==> src/rtl/data_ram_arbiter.sv <==
// data_ram_arbiter
//   Round-robin arbiter that shares one single-port data RAM between port 0
//   (processor load/store) and port 1 (I/O / DMA). At most one request is
//   granted per cycle. Read data returns one cycle after the grant, tagged by
//   port. A per-port lock holds ownership for atomic read-modify-write, and
//   addresses at or above MEM_DEPTH are range-checked.
//
//   Ports
//     clock, reset             rising-edge clock, synchronous active-high reset
//     request0/1               access request, held with its fields until granted
//     writeEnable0/1           1 = write, 0 = read
//     address0/1, dataIn0/1    word address and write data
//     lock0/1                  keep ownership after this grant
//     grant0/1                 access issued this cycle (combinational)
//     readValid0/1             read data valid this cycle (registered)
//     readData0/1              read result, 0 when not valid
//     ramAddress, ramDataC,
//     ramWriteEnable           RAM address, write data and write enable
//     ramDataOutput            RAM read data (address registered last edge)
//     addressError             one-cycle pulse after an out-of-range grant
module data_ram_arbiter #(
  parameter int unsigned DATA_WIDTH = 32,
  parameter int unsigned ADDR_WIDTH = 10,
  parameter int unsigned MEM_DEPTH  = 21
) (
  input  logic                  clock,
  input  logic                  reset,
  input  logic                  request0,
  input  logic                  request1,
  input  logic                  writeEnable0,
  input  logic                  writeEnable1,
  input  logic [ADDR_WIDTH-1:0] address0,
  input  logic [ADDR_WIDTH-1:0] address1,
  input  logic [DATA_WIDTH-1:0] dataIn0,
  input  logic [DATA_WIDTH-1:0] dataIn1,
  input  logic                  lock0,
  input  logic                  lock1,
  output logic                  grant0,
  output logic                  grant1,
  output logic                  readValid0,
  output logic                  readValid1,
  output logic [DATA_WIDTH-1:0] readData0,
  output logic [DATA_WIDTH-1:0] readData1,
  output logic [ADDR_WIDTH-1:0] ramAddress,
  output logic [DATA_WIDTH-1:0] ramDataC,
  output logic                  ramWriteEnable,
  input  logic [DATA_WIDTH-1:0] ramDataOutput,
  output logic                  addressError
);

  typedef enum logic [1:0] {
    FREE  = 2'd0,
    LOCK0 = 2'd1,
    LOCK1 = 2'd2
  } state_t;

  localparam logic [ADDR_WIDTH:0] MEM_LIMIT = (ADDR_WIDTH + 1)'(MEM_DEPTH);

  state_t                state_q, state_d;
  logic                  last_grant_q, last_grant_d;
  logic                  read_valid0_q, read_valid0_d;
  logic                  read_valid1_q, read_valid1_d;
  logic                  err_tag_q, err_tag_d;
  logic                  address_error_q, address_error_d;
  logic [ADDR_WIDTH-1:0] ram_addr_q, ram_addr_d;

  logic                  any_grant;
  logic                  sel_we;
  logic                  sel_in_range;
  logic [ADDR_WIDTH-1:0] sel_addr;
  logic [DATA_WIDTH-1:0] sel_data;
  logic                  in_range0;
  logic                  in_range1;

  always_comb begin
    in_range0 = ({1'b0, address0} < MEM_LIMIT);
    in_range1 = ({1'b0, address1} < MEM_LIMIT);
  end

  // Grant selection. On a tie in FREE, last_grant_q == 1 means port 0 wins.
  always_comb begin
    grant0 = 1'b0;
    grant1 = 1'b0;
    if (!reset) begin
      case (state_q)
        FREE: begin
          if (request0 && request1) begin
            grant0 = last_grant_q;
            grant1 = !last_grant_q;
          end else begin
            grant0 = request0;
            grant1 = request1;
          end
        end
        LOCK0:   grant0 = request0;
        LOCK1:   grant1 = request1;
        default: ;
      endcase
    end
  end

  // RAM side: follow the winner; on idle cycles hold the last granted
  // address so a read issued last cycle is not disturbed.
  always_comb begin
    any_grant    = grant0 | grant1;
    sel_we       = grant1 ? writeEnable1 : writeEnable0;
    sel_in_range = grant1 ? in_range1    : in_range0;
    sel_addr     = grant1 ? address1     : address0;
    sel_data     = grant1 ? dataIn1      : dataIn0;

    ramAddress     = any_grant ? sel_addr : ram_addr_q;
    ramDataC       = any_grant ? sel_data : '0;
    ramWriteEnable = any_grant && sel_we && sel_in_range && !reset;
  end

  always_comb begin
    state_d = state_q;
    case (state_q)
      FREE: begin
        if (grant0 && lock0)      state_d = LOCK0;
        else if (grant1 && lock1) state_d = LOCK1;
      end
      LOCK0: if (!request0 || (grant0 && !lock0)) state_d = FREE;
      LOCK1: if (!request1 || (grant1 && !lock1)) state_d = FREE;
      default: state_d = FREE;
    endcase

    last_grant_d    = grant0 ? 1'b0 : (grant1 ? 1'b1 : last_grant_q);
    ram_addr_d      = any_grant ? sel_addr : ram_addr_q;
    read_valid0_d   = grant0 && !writeEnable0;
    read_valid1_d   = grant1 && !writeEnable1;
    // Out-of-range reads still complete but return zero data.
    err_tag_d       = any_grant && !sel_we && !sel_in_range;
    address_error_d = any_grant && !sel_in_range;
  end

  always_ff @(posedge clock) begin
    if (reset) begin
      state_q         <= FREE;
      last_grant_q    <= 1'b1;
      read_valid0_q   <= 1'b0;
      read_valid1_q   <= 1'b0;
      err_tag_q       <= 1'b0;
      address_error_q <= 1'b0;
      ram_addr_q      <= '0;
    end else begin
      state_q         <= state_d;
      last_grant_q    <= last_grant_d;
      read_valid0_q   <= read_valid0_d;
      read_valid1_q   <= read_valid1_d;
      err_tag_q       <= err_tag_d;
      address_error_q <= address_error_d;
      ram_addr_q      <= ram_addr_d;
    end
  end

  always_comb begin
    readValid0   = read_valid0_q;
    readValid1   = read_valid1_q;
    readData0    = (read_valid0_q && !err_tag_q) ? ramDataOutput : '0;
    readData1    = (read_valid1_q && !err_tag_q) ? ramDataOutput : '0;
    addressError = address_error_q;
  end

endmodule

==> config.mk <==
export PLATFORM = sky130hd
export DESIGN_NAME = data_ram_arbiter
export DESIGN_NICKNAME = d
export VERILOG_FILES = /design/src/rtl/data_ram_arbiter.sv
export SDC_FILE = /design/constraint.sdc
export NUM_CORES = 1
export LEC_CHECK = 0
export ABC_CLOCK_PERIOD_IN_PS = 2300
export CAP_MARGIN = 15
export CORE_AREA = 2 2 92 94
export DETAILED_ROUTE_END_ITERATION = 8
export DIE_AREA = 0 0 94 96
export HOLD_SLACK_MARGIN = 0.05
export PLACE_DENSITY = 0.76
export SYNTH_ARGS = -nofsm -noshare
export SYNTH_HDL_FRONTEND = slang
export SYNTH_SLANG_ARGS = --single-unit
==> constraint.sdc <==
create_clock -name clock -period 2.3 [get_ports clock]
set_input_delay 0.23 -clock clock [delete_from_list [all_inputs] [get_ports clock]]
set_output_delay 0.23 -clock clock [all_outputs]
set_load 0.01 [all_outputs]
==> flow_summary.ini, run 1 <==
[synth]
synth.yosys.seq_area_share_pct = 22.1
asyncSetResetFlopFracSynth_pct = 0
synth_top_family_by_area = simple AND/OR/NAND/NOR gates
synth_largest_area_cell = and2_1
synthesis.nets = 335
yosysTopAreaCellShare_pct = 26.5
synth_edf_count = 0
synth.top_cells.by_area = and2_1 26%, dfxtp_1 22%, a22o_1 18%
fraction_of_the_mapped_netlist_area_in_compound_gates_pct = 25.2
yosys.area_share.adder_pct = 0
post_synth_inst_count = 211
yosys.area_share.simple_pct = 46.6
synth-seq-cells = 17
yosys.area_share.xor_xnor_pct = 0
syn_area_um2 = 1540
yosys_most_used_dff = dfxtp_1
multiplexer_share_of_the_synthesized_area_pct = 0.651
yosys.cell_count.top_type = and2_1
unique_cell_type_count_in_the_yosys_netlist = 30
netlist_top_cells_count = 65 x and2_1, 32 x a22o_1, 31 x nand2_1, 17 x dfxtp_1
synth_warnings = 0
post_synth.cell_area_avg_um2 = 7.28

[critical_path]
crit_arrival_ns = 2.01
worstPathRequired_ns = 2.07
timing.critical_path.from_type = primary input
worst-r2r-setup-slack_ns = 0.81
setup.worst_path.class = primary input to output port
path_max_fanout = 8
worst_r2r_startpoint = state_q[1]
worst_setup_path_end_kind = output port
crit-reg2reg-capture = ram_addr_q[6]
reg2reg_depth = 6

[cells_and_area]
filler_cell_count = 779
finish.cell_count_without_fillers = 565
drive_above_1_share_pct = 8.04
final_util_pct = 52.1
seq_area_um2 = 340
synthToLayoutAreaGrowth_pct = 173
multiInputGateArea_um2 = 1120
fin_nets = 585
num_antenna_cells = 0
postLayoutCellArea_um2 = 4200

[detailed_routing]
drt-initial-drc-count = 42
routed_wire_length_per_instance_um = 14.5
vias = 2528
drt-total-wl_um = 8200
drt-vias-per-instance = 4.47
drt.antenna.violating_nets = 0
detailedRoute.firstPassIterationCount = 4
drcViolationCount = 0

[global_route]
gr-usage-met1_pct = 15.2
wire_length_of_the_first_global_routing_pass_um = 12000
grt_pass1_vias = 2570
grt_use_met2_pct = 35.6
grt_util_met3_pct = 4.70
top_usage_layer = met2
grt_max_degree = 44
grt_util_all_layers_pct = 16.9
globalRouteOverflowTotal = 0
antenna_violations_before_repair = 0

[pwr]
design_power_total_uw = 1170
worst_case_vdd_ir_drop_mv = 0.171
p_per_area_nw_per_um2 = 280
p_leak_uw = 0.00181

[sta]
worst_slew_margin_rel_pct = 78.4
finalHoldViolCount = 0
report.final.setup_viol = 0
fmaxAchievable_ghz = 0.446
final_period_minus_worst_setup_slack_ns = 2.24
tightest_slew_ns = 0.323
final.setup_skew_ns = 0.00808
final.period_utilization_pct = 97.5
timing_max_transition_violations_final = 0
grt_setup_unrepaired = true
hold-worst-slack_ns = 0.477

[placed_design]
placed_area_um2 = 4160
dp_hpwl_um = 7230
place.gp.congestion = 0.783
portBuffers = 235
post-place-cells = 559

[run]
max_cap_violations = 0

[clock_network]
tritoncts_num_sinks = 17
clk_latency_ns = 0.26
cts-root-to-sink-buffers = 2
cts_tree = yes
cts-htree-levels = 1
cts-root-buf = clkbuf_8
cts.reportedPaths.clkPinSlew_ns = 0.07
hold_buffers = 0
numCtsBuffers = 3

[floorplanning]
start_util_pct = 19.1
die-height_um = 96
die_span_in_x_um = 94
core_um2 = 8050
design.portCount = 236
design.die.area_um2 = 9020
floorplan.rows = 33

[min_path]
min-delay-path-class = flop to flop
min_from = ram_addr_q[4]
min_delay_worst_endpoint = ram_addr_q[4]
hold_depth = 2

[outcome]
run_status = completed
## worst max-delay path, stage by stage
cell and delay [ns]:
clkdlybuf4s50_1 0.44, buf_4 0.15, or3b_4 0.38, nor2_4 0.14
buf_8 0.12, buf_4 0.14, a22o_1 0.14, clkdlybuf4s15_1 0.25
## worst max path at each step
stage,to,cells after the start,from
after floorplan,ramDataC[24],4,state_q[1]
after global placement,ramDataC[17],7,reset
after detailed placement,ramDataC[17],7,reset
after CTS,ramDataC[17],7,reset
after global routing,ramDataC[27],8,reset
final,ramDataC[27],8,reset
## cells in the final DEF (no fill, tap or decap)
cell	instances
clkinv_2	1
a21o_1	1
clkbuf_8	3
buf_12	3
nand2_1	31
nor3b_2	2
dlygate4sd2_1	25
clkdlybuf4s15_1	15
and3b_1	1
nor2_4	1
nand2b_1	2
and4b_1	1
and3_1	1
mux2i_1	1
o21a_1	2
nor2_1	4
o21ai_0	2
a31oi_1	10
nor3_1	3
dfxtp_1	17
nand3_1	10
a22o_1	32
inv_2	1
a211oi_1	1
nor2b_1	2
clkdlybuf4s50_1	191
or3b_4	1
dlymetal6s2s_1	2
a21oi_1	1
buf_8	1
nand3b_1	1
nand4_1	2
and2_1	65
clkbuf_2	2
buf_4	22
## cell families (layout without fill, tap and decap cells)
group                  after synthesis  count (layout)
flip-flops                          17              17
AO/OA/AOI/OAI                       49              49
AND/OR/NAND/NOR                    127             127
buffers and inverters               17             266
multiplexers                         1               1
## state kept, by name (all words and copies together), names as in the netlist
signal	cells
addressError	1
err_tag_q	1
readValid1	1
readValid0	1
last_grant_q	1
ram_addr_q	10
state_q	2
## layout make-up
cell class                      instances  share of cell area (%)
Sequential cell                        17                    8.11
Timing Repair Buffer                  261                    60.9
Tap cell                              105                    3.13
Clock buffer                            3                   0.984
Multi-Input combinational cell        177                    26.7
Clock inverter                          1                   0.119
Inverter                                1                  0.0894
## routing by layer
| layer | part of all wire, % | wire length (um) |
|---|---|---|
| met1 | 31 | 2550 |
| met2 | 56 | 4630 |
| met3 | 11 | 902 |
| met4 | 1.4 | 114 |
| met5 | 0 | 0 |
## report_power, final
group          switching (uW)  internal (uW)
Sequential               7.37            313
Combinational             227            399
Clock                     107            120
## stage by stage
step                worst slack (ns)  TNS, ns
floorplan                      0.796        0
global placement              -0.183    -5.70
detailed placement            -0.204    -6.42
CTS                           -0.157   -0.305
global route                 -0.0149  -0.0158
finish                        0.0568        0
## what timing repair did
action	4_1_cts	5_1_grt
gates resized for setup	44	22
setup buffers	0	2
setup endpoints to repair	44	7
(Power assumes the default switching activity.)
==> inputs of run 2 (changes only) <==
Settings changed: CORE_AREA 2 2 92 94 to 4 4 89 91, DIE_AREA 0 0 94 96 to 0 0 93 95, PLACE_DENSITY 0.76 to 0.83.
==> flow_summary.ini, run 2 (synthesis results as in run 1) <==
[sta]
finalHoldViolCount = 0
worst_slew_margin_rel_pct = 72.6
final.setup_skew_ns = 0.0129
timing_max_transition_violations_final = 0
setup-tns-final_ns = 0
final.period_utilization_pct = 98.1
final_period_minus_worst_setup_slack_ns = 2.26
report.final.setup_viol = 0
tightest_slew_ns = 0.411
grt_setup_unrepaired = false
fmaxAchievable_ghz = 0.443

[detailed_routing]
detailedRoute.firstPassIterationCount = 4
vias = 2497
drt.antenna.violating_nets = 0
drcViolationCount = 0
routed_wire_length_per_instance_um = 15.7
drt-vias-per-instance = 4.50
drt-total-wl_um = 8700
drt-initial-drc-count = 49

[cells_and_area]
layout_common_cells = 191 x clkdlybuf4s50_1, 65 x and2_1, 32 x a22o_1, 32 x dlygate4sd2_1, 31 x nand2_1
reg.largest.list = ram_addr_q: 10 flops, state_q: 2 flops
finish.cell_count_without_fillers = 555
synthToLayoutAreaGrowth_pct = 171
regMostFlops = ram_addr_q
largest_reg_flops = 10
num_antenna_cells = 0
filler_cell_count = 687
fin_nets = 581
drive_above_1_share_pct = 6.80
layout.cells.most_common = clkdlybuf4s50_1

[pwr]
worst_case_vdd_ir_drop_mv = 0.178
p_per_area_nw_per_um2 = 283
p_leak_uw = 0.00179

[global_route]
grt_max_degree = 44
antenna_violations_before_repair = 0
grt_util_all_layers_pct = 18.3
grt_pass1_vias = 2609
globalRouteOverflowTotal = 0
wire_length_of_the_first_global_routing_pass_um = 12900

[critical_path]
max_stage_delay_ns = 0.51
critical_path.n_buffers_inverters = 4
cp_top_delay_family = buffers and inverters
setup.worst_path.class = primary input to output port
crit_arrival_ns = 2.03
worstPathRequired_ns = 2.07
crit_path_top_delay_cell = clkdlybuf4s50_1
worst_setup_path_end_kind = output port
timing.critical_path.cells = clkdlybuf4s50_1, or3b_4, nor2_4, buf_4, clkbuf_16, a22o_1, dlygate4sd2_1
timing.critical_path.from_type = primary input
path_max_fanout = 21

[placed_design]
place.gp.congestion = 0.775
post-place-cells = 549
dp_hpwl_um = 7590
portBuffers = 235

[clock_network]
clk_latency_ns = 0.26
cts.reportedPaths.clkPinSlew_ns = 0.08
tritoncts_num_sinks = 17
cts_tree = yes
cts-root-buf = clkbuf_8
cts-root-to-sink-buffers = 2
cts-htree-levels = 1
numCtsBuffers = 3
hold_buffers = 0

[floorplanning]
core_um2 = 7140
design.portCount = 236
start_util_pct = 21.5
floorplan.rows = 31
die-height_um = 95
design.die.area_um2 = 8840
die_span_in_x_um = 93

[run]
max_cap_violations = 0

[outcome]
run_status = completed

[min_path]
min-delay-path-class = flop to flop
## run 2: tightest hold or removal path, delay by kind of cell (launching register included)
family | cells | cell delay [ns]
flip-flops | 1 | 0.30
AO/OA/AOI/OAI | 1 | 0.07
AND/OR/NAND/NOR | 1 | 0.07
## run 2: final timing paths
check / startpoint / slack, ns / to / cells past startpoint
max: request0 / 0.04 / ramDataC[7] / 7
min: ram_addr_q[0] / 0.48 / ram_addr_q[0] / 2
max reg2reg: state_q[1] / 0.79 / ram_addr_q[6] / 6
min reg2reg: ram_addr_q[0] / 0.48 / ram_addr_q[0] / 2
## run 2: repair_timing
item,4_1_cts,5_1_grt
setup buffers,0,1
pin swaps,1,1
endpoints found under the setup margin,44,3
resized for setup,43,13
cloned,0,1
## run 2: metal layers
| layer | vias up | track usage [%] | part of all wire (%) |
|---|---|---|---|
| met5 | - | 0 | 0 |
| met4 | 0 | 5.49 | 1.7 |
| met3 | 10 | 5.90 | 11 |
| met2 | 156 | 37.5 | 54 |
| met1 | 1096 | 16.9 | 34 |
| li1 | 1235 | - | - |
## run 2: area by class of cell
class / instances / area, um2 / share of cell area [%]
clock buffer: 3 / 41.3 / 0.993
clock inverter: 1 / 7.51 / 0.181
inverter: 1 / 3.75 / 0.0903
multi-input combinational: 177 / 1120 / 26.9
sequential: 17 / 340 / 8.19
tap: 99 / 124 / 2.98
timing repair buffer: 257 / 2520 / 60.7
## run 2: through the flow
stage	worst slack, ns	cell area (um2)	hold WS [ns]	utilization (%)	total power (uW)
after global routing	0.000388	4160	0.510	58.3	1240
after floorplan	0.796	1540	0.302	-	526
after CTS	-0.186	4100	0.483	57.5	1170
final	0.0441	4160	0.482	58.3	1180
after detailed placement	-0.192	4110	0.472	57.6	987
after global placement	-0.152	4110	0.467	57.6	975
## run 2: power breakdown
group,switching (uW),internal [uW]
logic,228,392
clock network,113,122
registers,7.45,313
==> inputs of run 3 (changes only) <==
Settings changed: CTS_BUF_LIST from default to sky130_fd_sc_hd__clkbuf_8, SLEW_MARGIN from default to 10.
==> results of run 3 <==
No change in the layout: final DEF, timing and power equal those of run 2.
